--- src/rtl/eld_disp_pkg.sv ---
// Shared constants for the seven-segment BCD display counter: digit count,
// active-low segment patterns {g,f,e,d,c,b,a} and the nibble decoder.
package eld_disp_pkg;

  localparam int DIGITS = 4;

  localparam logic [6:0] SEG_0   = 7'b1000000;
  localparam logic [6:0] SEG_1   = 7'b1111001;
  localparam logic [6:0] SEG_2   = 7'b0100100;
  localparam logic [6:0] SEG_3   = 7'b0110000;
  localparam logic [6:0] SEG_4   = 7'b0011001;
  localparam logic [6:0] SEG_5   = 7'b0010010;
  localparam logic [6:0] SEG_6   = 7'b0000010;
  localparam logic [6:0] SEG_7   = 7'b1111000;
  localparam logic [6:0] SEG_8   = 7'b0000000;
  localparam logic [6:0] SEG_9   = 7'b0010000;
  localparam logic [6:0] SEG_OFF = 7'b1111111;

  function automatic logic [6:0] seg_decode(input logic [3:0] nibble);
    case (nibble)
      4'd0:    seg_decode = SEG_0;
      4'd1:    seg_decode = SEG_1;
      4'd2:    seg_decode = SEG_2;
      4'd3:    seg_decode = SEG_3;
      4'd4:    seg_decode = SEG_4;
      4'd5:    seg_decode = SEG_5;
      4'd6:    seg_decode = SEG_6;
      4'd7:    seg_decode = SEG_7;
      4'd8:    seg_decode = SEG_8;
      4'd9:    seg_decode = SEG_9;
      default: seg_decode = SEG_OFF;
    endcase
  endfunction

endpackage

--- src/rtl/bcd_digit.sv ---
// One decimal digit of the up/down counter. carry_out flags the digit that
// rolls over on the next step in the current direction (9 up, 0 down).
module bcd_digit (
  input  logic       inp_clk,
  input  logic       rst,
  input  logic       clr,
  input  logic       step,
  input  logic       up,
  output logic [3:0] digit,
  output logic       carry_out
);

  logic [3:0] digit_q;
  logic [3:0] digit_d;

  always_comb begin
    digit_d = digit_q;
    if (clr) begin
      digit_d = 4'd0;
    end else if (step) begin
      if (up) digit_d = (digit_q == 4'd9) ? 4'd0 : digit_q + 4'd1;
      else    digit_d = (digit_q == 4'd0) ? 4'd9 : digit_q - 4'd1;
    end
  end

  always_ff @(posedge inp_clk or posedge rst) begin
    if (rst) digit_q <= 4'd0;
    else     digit_q <= digit_d;
  end

  assign digit     = digit_q;
  assign carry_out = up ? (digit_q == 4'd9) : (digit_q == 4'd0);

endmodule

--- src/rtl/bcd_display_counter.sv ---
// 4-digit BCD up/down counter advanced by rising edges of a synchronised slow
// clock, with a multiplexed common-anode seven-segment display scanner.
module bcd_display_counter #(
  parameter int REFRESH_DIV = 50000
) (
  input  logic        inp_clk,
  input  logic        rst,
  input  logic        slow_clk,
  input  logic        en,
  input  logic        up,
  input  logic        clr,
  output logic [15:0] count,
  output logic        wrap,
  output logic [6:0]  seg,
  output logic [3:0]  an
);
  import eld_disp_pkg::*;

  localparam int REF_W = (REFRESH_DIV > 2) ? $clog2(REFRESH_DIV) : 1;
  localparam logic [REF_W-1:0] REF_LAST = REF_W'(REFRESH_DIV - 1);

  logic              s1_q, s2_q, s3_q;
  logic              tick;
  logic [DIGITS-1:0] step;
  logic [DIGITS-1:0] carry;
  logic [3:0]        digit [DIGITS];
  logic [15:0]       count_w;
  logic              wrap_q, wrap_d;
  logic [REF_W-1:0]  ref_q, ref_d;
  logic [1:0]        idx_q, idx_d;
  logic [3:0]        an_q, an_d;
  logic [6:0]        seg_q, seg_d;

  always_ff @(posedge inp_clk or posedge rst) begin
    if (rst) begin
      s1_q <= 1'b0;
      s2_q <= 1'b0;
      s3_q <= 1'b0;
    end else begin
      s1_q <= slow_clk;
      s2_q <= s1_q;
      s3_q <= s2_q;
    end
  end

  assign tick = s2_q & ~s3_q;

  for (genvar k = 0; k < DIGITS; k++) begin : g_digit
    bcd_digit u_digit (
      .inp_clk   (inp_clk),
      .rst       (rst),
      .clr       (clr),
      .step      (step[k]),
      .up        (up),
      .digit     (digit[k]),
      .carry_out (carry[k])
    );
  end

  // Ripple the enable up through the digits; surviving past the top means wrap.
  always_comb begin
    logic run;
    run     = tick & en;
    step    = '0;
    count_w = '0;
    for (int k = 0; k < DIGITS; k++) begin
      step[k]          = run;
      run              = run & carry[k];
      count_w[4*k +: 4] = digit[k];
    end
    wrap_d = run & ~clr;
  end

  always_comb begin
    ref_d = ref_q + REF_W'(1);
    idx_d = idx_q;
    if (ref_q == REF_LAST) begin
      ref_d = '0;
      idx_d = idx_q + 2'd1;
    end
    an_d  = ~(4'b0001 << idx_q);
    seg_d = seg_decode(count_w[{idx_q, 2'b00} +: 4]);
  end

  always_ff @(posedge inp_clk or posedge rst) begin
    if (rst) begin
      wrap_q <= 1'b0;
      ref_q  <= '0;
      idx_q  <= 2'd0;
      an_q   <= 4'b1110;
      seg_q  <= SEG_0;
    end else begin
      wrap_q <= wrap_d;
      ref_q  <= ref_d;
      idx_q  <= idx_d;
      an_q   <= an_d;
      seg_q  <= seg_d;
    end
  end

  assign count = count_w;
  assign wrap  = wrap_q;
  assign an    = an_q;
  assign seg   = seg_q;

endmodule

--- config.mk ---
export PLATFORM = sky130hd
export DESIGN_NAME = bcd_display_counter
export DESIGN_NICKNAME = d
export VERILOG_FILES = /design/src/rtl/eld_disp_pkg.sv /design/src/rtl/bcd_digit.sv /design/src/rtl/bcd_display_counter.sv
export SDC_FILE = /design/constraint.sdc
export NUM_CORES = 1
export LEC_CHECK = 0
export BUFFER_PORTS_ARGS = -buffer_cell sky130_fd_sc_hd__buf_2
export CORE_AREA = 2 2 92 72
export CTS_CLUSTER_DIAMETER = 200
export DETAILED_ROUTE_END_ITERATION = 8
export DIE_AREA = 0 0 94 74
export GPL_ROUTABILITY_DRIVEN = 0
export PLACE_DENSITY = 0.85
export SETUP_SLACK_MARGIN = 0.02
export SYNTH_ARGS = -nofsm -noshare
export SYNTH_HDL_FRONTEND = slang
export SYNTH_HIERARCHICAL = 1
export SYNTH_SLANG_ARGS = --single-unit
--- constraint.sdc ---
create_clock -name inp_clk -period 2 [get_ports inp_clk]
set_input_delay 0.3 -clock inp_clk [delete_from_list [all_inputs] [get_ports inp_clk]]
set_output_delay 0.3 -clock inp_clk [all_outputs]
set_load 0.01 [all_outputs]
==> results.md <==
* Leading post-synthesis cells by cell area: dfrtp_1 36%, ha_1 11%, nor2_1 4.1%, dfstp_2 3.4%, inv_1 3.3%
* Synth Area in Simple Gates at ~24%
* PortBufs at 33
* Placed cell count at around 460
* Hpwl dp at approximately 5300 µm
* Main combinational cell family by area after synthesis: simple AND/OR/NAND/NOR gates
* Most frequent cell after synthesis: dfrtp_1
* Period utilisation layout at 111%
* Reg2reg end: g_digit[3].u_digit/digit[3]
* Critical path's slowest cell: dfrtp_2
* I/O pin count at 34
* DR WL/cell at 17.8 µm
* Adder-Cell Fraction of Synth Area at a little over a tenth
* All-Layer GR Usage at between 20% and 30%
* Worst Path Max Fanout at 4
* Cell taking the most area after synthesis: dfrtp_1
* Clock Path Buffers at 2
* Syn. warnings at 6
* Vias in the first global route at around 2,700
* Vias at about 2,800
* NumNets Final at between 400 and 500
* # Max-Cap Violations at 0
* Final Non-Filler Cells at between 400 and 500
* Largest net degree at the start of global routing at 33
* WP buf/inv at 1
* Synthesized cell area at 3100 µm²
* Ys async rst share at 100%
* FMAX at 451 MHz
* Routed wire length at roughly 8600 µm
* Routed vias/inst at 5.84
* Worst skew pair latency at between 0.3 and 0.4 ns
* Post-synthesis mux area share at under 10%
* Worst IR Drop VDD at ~0.0003 V
* CTS H-tree depth at 2
* Worst Path Required at 2.25 ns
* GR Overflow Total at 0
* Diodes inserted at 0
* Die Span X at approximately 94 µm
* Final min period at roughly 2.2 ns
* Top cells by count, synth: 45 x dfrtp_1, 34 x nor2_1, 27 x inv_1, 26 x ha_1, 18 x a21oi_1
* Register area share after synthesis at between 30% and 40%
* Initial antenna violation count at 0
* Drt pass-1 iters at 5
* Clock edge transition at the registers on the reported setup and hold paths at 0.10 ns
* Clock sink count at 49
* Clock skew at 0.0111 ns
* Antenna Nets Post-Route at 0
* Critical Path AT at 2.47 ns
* P&R area growth vs syn at 28.0%
* Count of cell types in the netlist at 45
* Critical path class: reg2reg
* Least-Margin Pin Slew at 0.484 ns
* Depth of the most critical reg-to-reg path at 11
* Share of the synthesized area in the top cell type at between 30% and 40%
* Syn nets at roughly 350
* Die area at 6960 µm²
* DR iter-0 viols at 308
* First-pass GRT wire length at about 13,000 µm
* Fin. max-slew vios at 0
* Register bit total from synthesis at approximately 50
* CTS tree: built
* Cell Chain, Critical Path: inv_2 > ha_4 > nand2b_4 > o21a_1 > nor2_2 > and3_4 > and2_4 > nand3b_1 > a31oi_1 > a31o_1 > or3_1
* Unrepaired setup endpoints after global routing: yes
* Synth Area in Compound Gates at a little under an eighth
* Setup crit start kind: register
* Place WS at -0.0835 ns
* Initial Utilization at roughly half
* Final setup fails at 6
* Hold WC Path Type: in2reg
* Pwr per Cell Area at slightly above 500 nW/µm²
* Avg Inst Size Synth at between 9 and 10 µm²
* Hold Slack at around 0.09 ns
* Hold path depth at 1
* Number of failing hold endpoints at the final stage at 0
* DRC viols at 0
* Max incr delay on CP at about 0.47 ns
* Syn Inst Count at between 300 and 400
* Pleak at around 0.0019 µW
* Clock buffer count from CTS at 5
* Slew margin rel. at about two thirds
* CTS Root Cell: clkbuf_8
* Number of enable flip-flop cells after synthesis at 0
* Worst r2r src: g_digit[0].u_digit/digit[0]
* Top delay family on crit path: simple AND/OR/NAND/NOR gates
* Violated checks: setup timing
* HP Start: slow_clk
* Layout cells sized above 1 at 35.3%
* CP endpoint kind: register
* CORE AREA at 6100 µm²
* Synth Area in XOR/XNOR at ~4.0%
* Status: complete, but fails checks
* Row count at 25
* Synth Flop Type: dfrtp_1
* Setup slack after layout at -0.216 ns
* Flop2flop setup slack at -0.22 ns
* Worst Hold Path EP: s1_q
* Die H at 74 µm
-- sequential cells by signal, indices dropped and copies added, names as in the netlist --
signal                 count
s2_q                       1
wrap                       1
g_digit.u_digit/digit     16
idx_q                      2
s3_q                       1
an                         4
s1_q                       1
ref_q                     16
seg                        7
-- placed cells by master (no fill, tap or decap), drive strengths merged, types with 5 or more instances in the layout --
| cell type | netlist | final |
|---|---|---|
| nor2 | 34 | 34 |
| buf | 11 | 84 |
| ha | 26 | 26 |
| a31o | 5 | 5 |
| nor3 | 10 | 10 |
| clkbuf | 1 | 5 |
| nand2 | 7 | 7 |
| nand3 | 17 | 17 |
| nor4 | 5 | 5 |
| inv | 27 | 27 |
| xnor2 | 7 | 7 |
| dfrtp | 45 | 45 |
| nand2b | 16 | 16 |
| nor2b | 6 | 6 |
| nand4 | 9 | 9 |
| nor4b | 5 | 5 |
| a21oi | 19 | 19 |
| xor2 | 7 | 7 |
-- how the worst max path moves through the flow --
stage | from | cells past startpoint | slack (ns) | endpoint
after global routing | g_digit[0].u_digit/digit[0] | 11 | -0.25 | g_digit[3].u_digit/digit[3]
after detailed placement | g_digit[1].u_digit/digit[1] | 11 | -0.08 | g_digit[3].u_digit/digit[3]
after CTS | g_digit[0].u_digit/digit[0] | 11 | -0.03 | g_digit[3].u_digit/digit[3]
after floorplan | g_digit[0].u_digit/digit[0] | 11 | -0.05 | g_digit[3].u_digit/digit[3]
after global placement | g_digit[0].u_digit/digit[0] | 10 | -0.01 | g_digit[3].u_digit/digit[3]
final | g_digit[0].u_digit/digit[0] | 11 | -0.22 | g_digit[3].u_digit/digit[3]
-- where the power goes --
group / leakage, µW / switching [µW] / internal, µW
Combinational: 0.00120 / 161 / 133
Sequential: 0.000638 / 14.3 / 1010
Clock: 0.0000543 / 357 / 375
Total: 0.00189 / 533 / 1520
-- worst register-to-register path, cell delays in order (launching register included) --
cell and delay [ns]:
dfrtp_2 0.47, inv_2 0.10, ha_4 0.14, nand2b_4 0.06
o21a_1 0.21, nor2_2 0.19, and3_4 0.24, and2_4 0.17
nand3b_1 0.10, a31oi_1 0.20, a31o_1 0.18, or3_1 0.09
-- final cells by class --
| type | instances | area (µm²) |
|---|---|---|
| Sequential cell | 49 | 1240 |
| Multi-Input combinational cell | 231 | 1840 |
| Fill cell | 456 | 2140 |
| Clock buffer | 5 | 68.8 |
| Inverter | 27 | 109 |
| Tap cell | 81 | 101 |
| Timing Repair Buffer | 85 | 562 |
| Clock inverter | 3 | 46.3 |
-- timing repair --
action	in CTS	in global routing
endpoints found under the hold margin	17	0
gates resized for setup	11	22
hold buffers	1	0
buffers inserted	11	6
endpoints found under the setup margin	4	14
pin swaps	7	16
-- routing by layer --
layer / part of all wire [%] / global-route usage, % / vias up
li1: - / - / 1291
met1: 42 / 31.2 / 1352
met2: 49 / 40.0 / 143
met3: 6.9 / 5.67 / 25
met4: 2.3 / 10.1 / 0
met5: 0 / 0 / -
-- stage by stage --
| step | TNS, ns | power (µW) | area, µm² | utilization, % |
|---|---|---|---|---|
| finish | -0.684 | 2050 | 3960 | 65.0 |
| global route | -0.904 | 2150 | 3960 | 65.0 |
| CTS | -0.0293 | 2020 | 3830 | 62.8 |
| detailed placement | -0.0985 | 1270 | 3590 | 58.9 |
| global placement | -0.0110 | 1270 | 3590 | 58.9 |
| floorplan | -0.0526 | 1180 | 3130 | - |
-- cell families (layout without fill, tap and decap cells) --
logic type               Yosys count  in the layout
adder cells (fa/ha/maj)           26             26
multiplexers                       9              9
flip-flops                        49             49
AND/OR/NAND/NOR                  132            132
buffers and inverters             39            120
XOR/XNOR                          14             14
AO/OA/AOI/OAI                     50             50
Note: power is estimated with default switching activity, not from simulation.
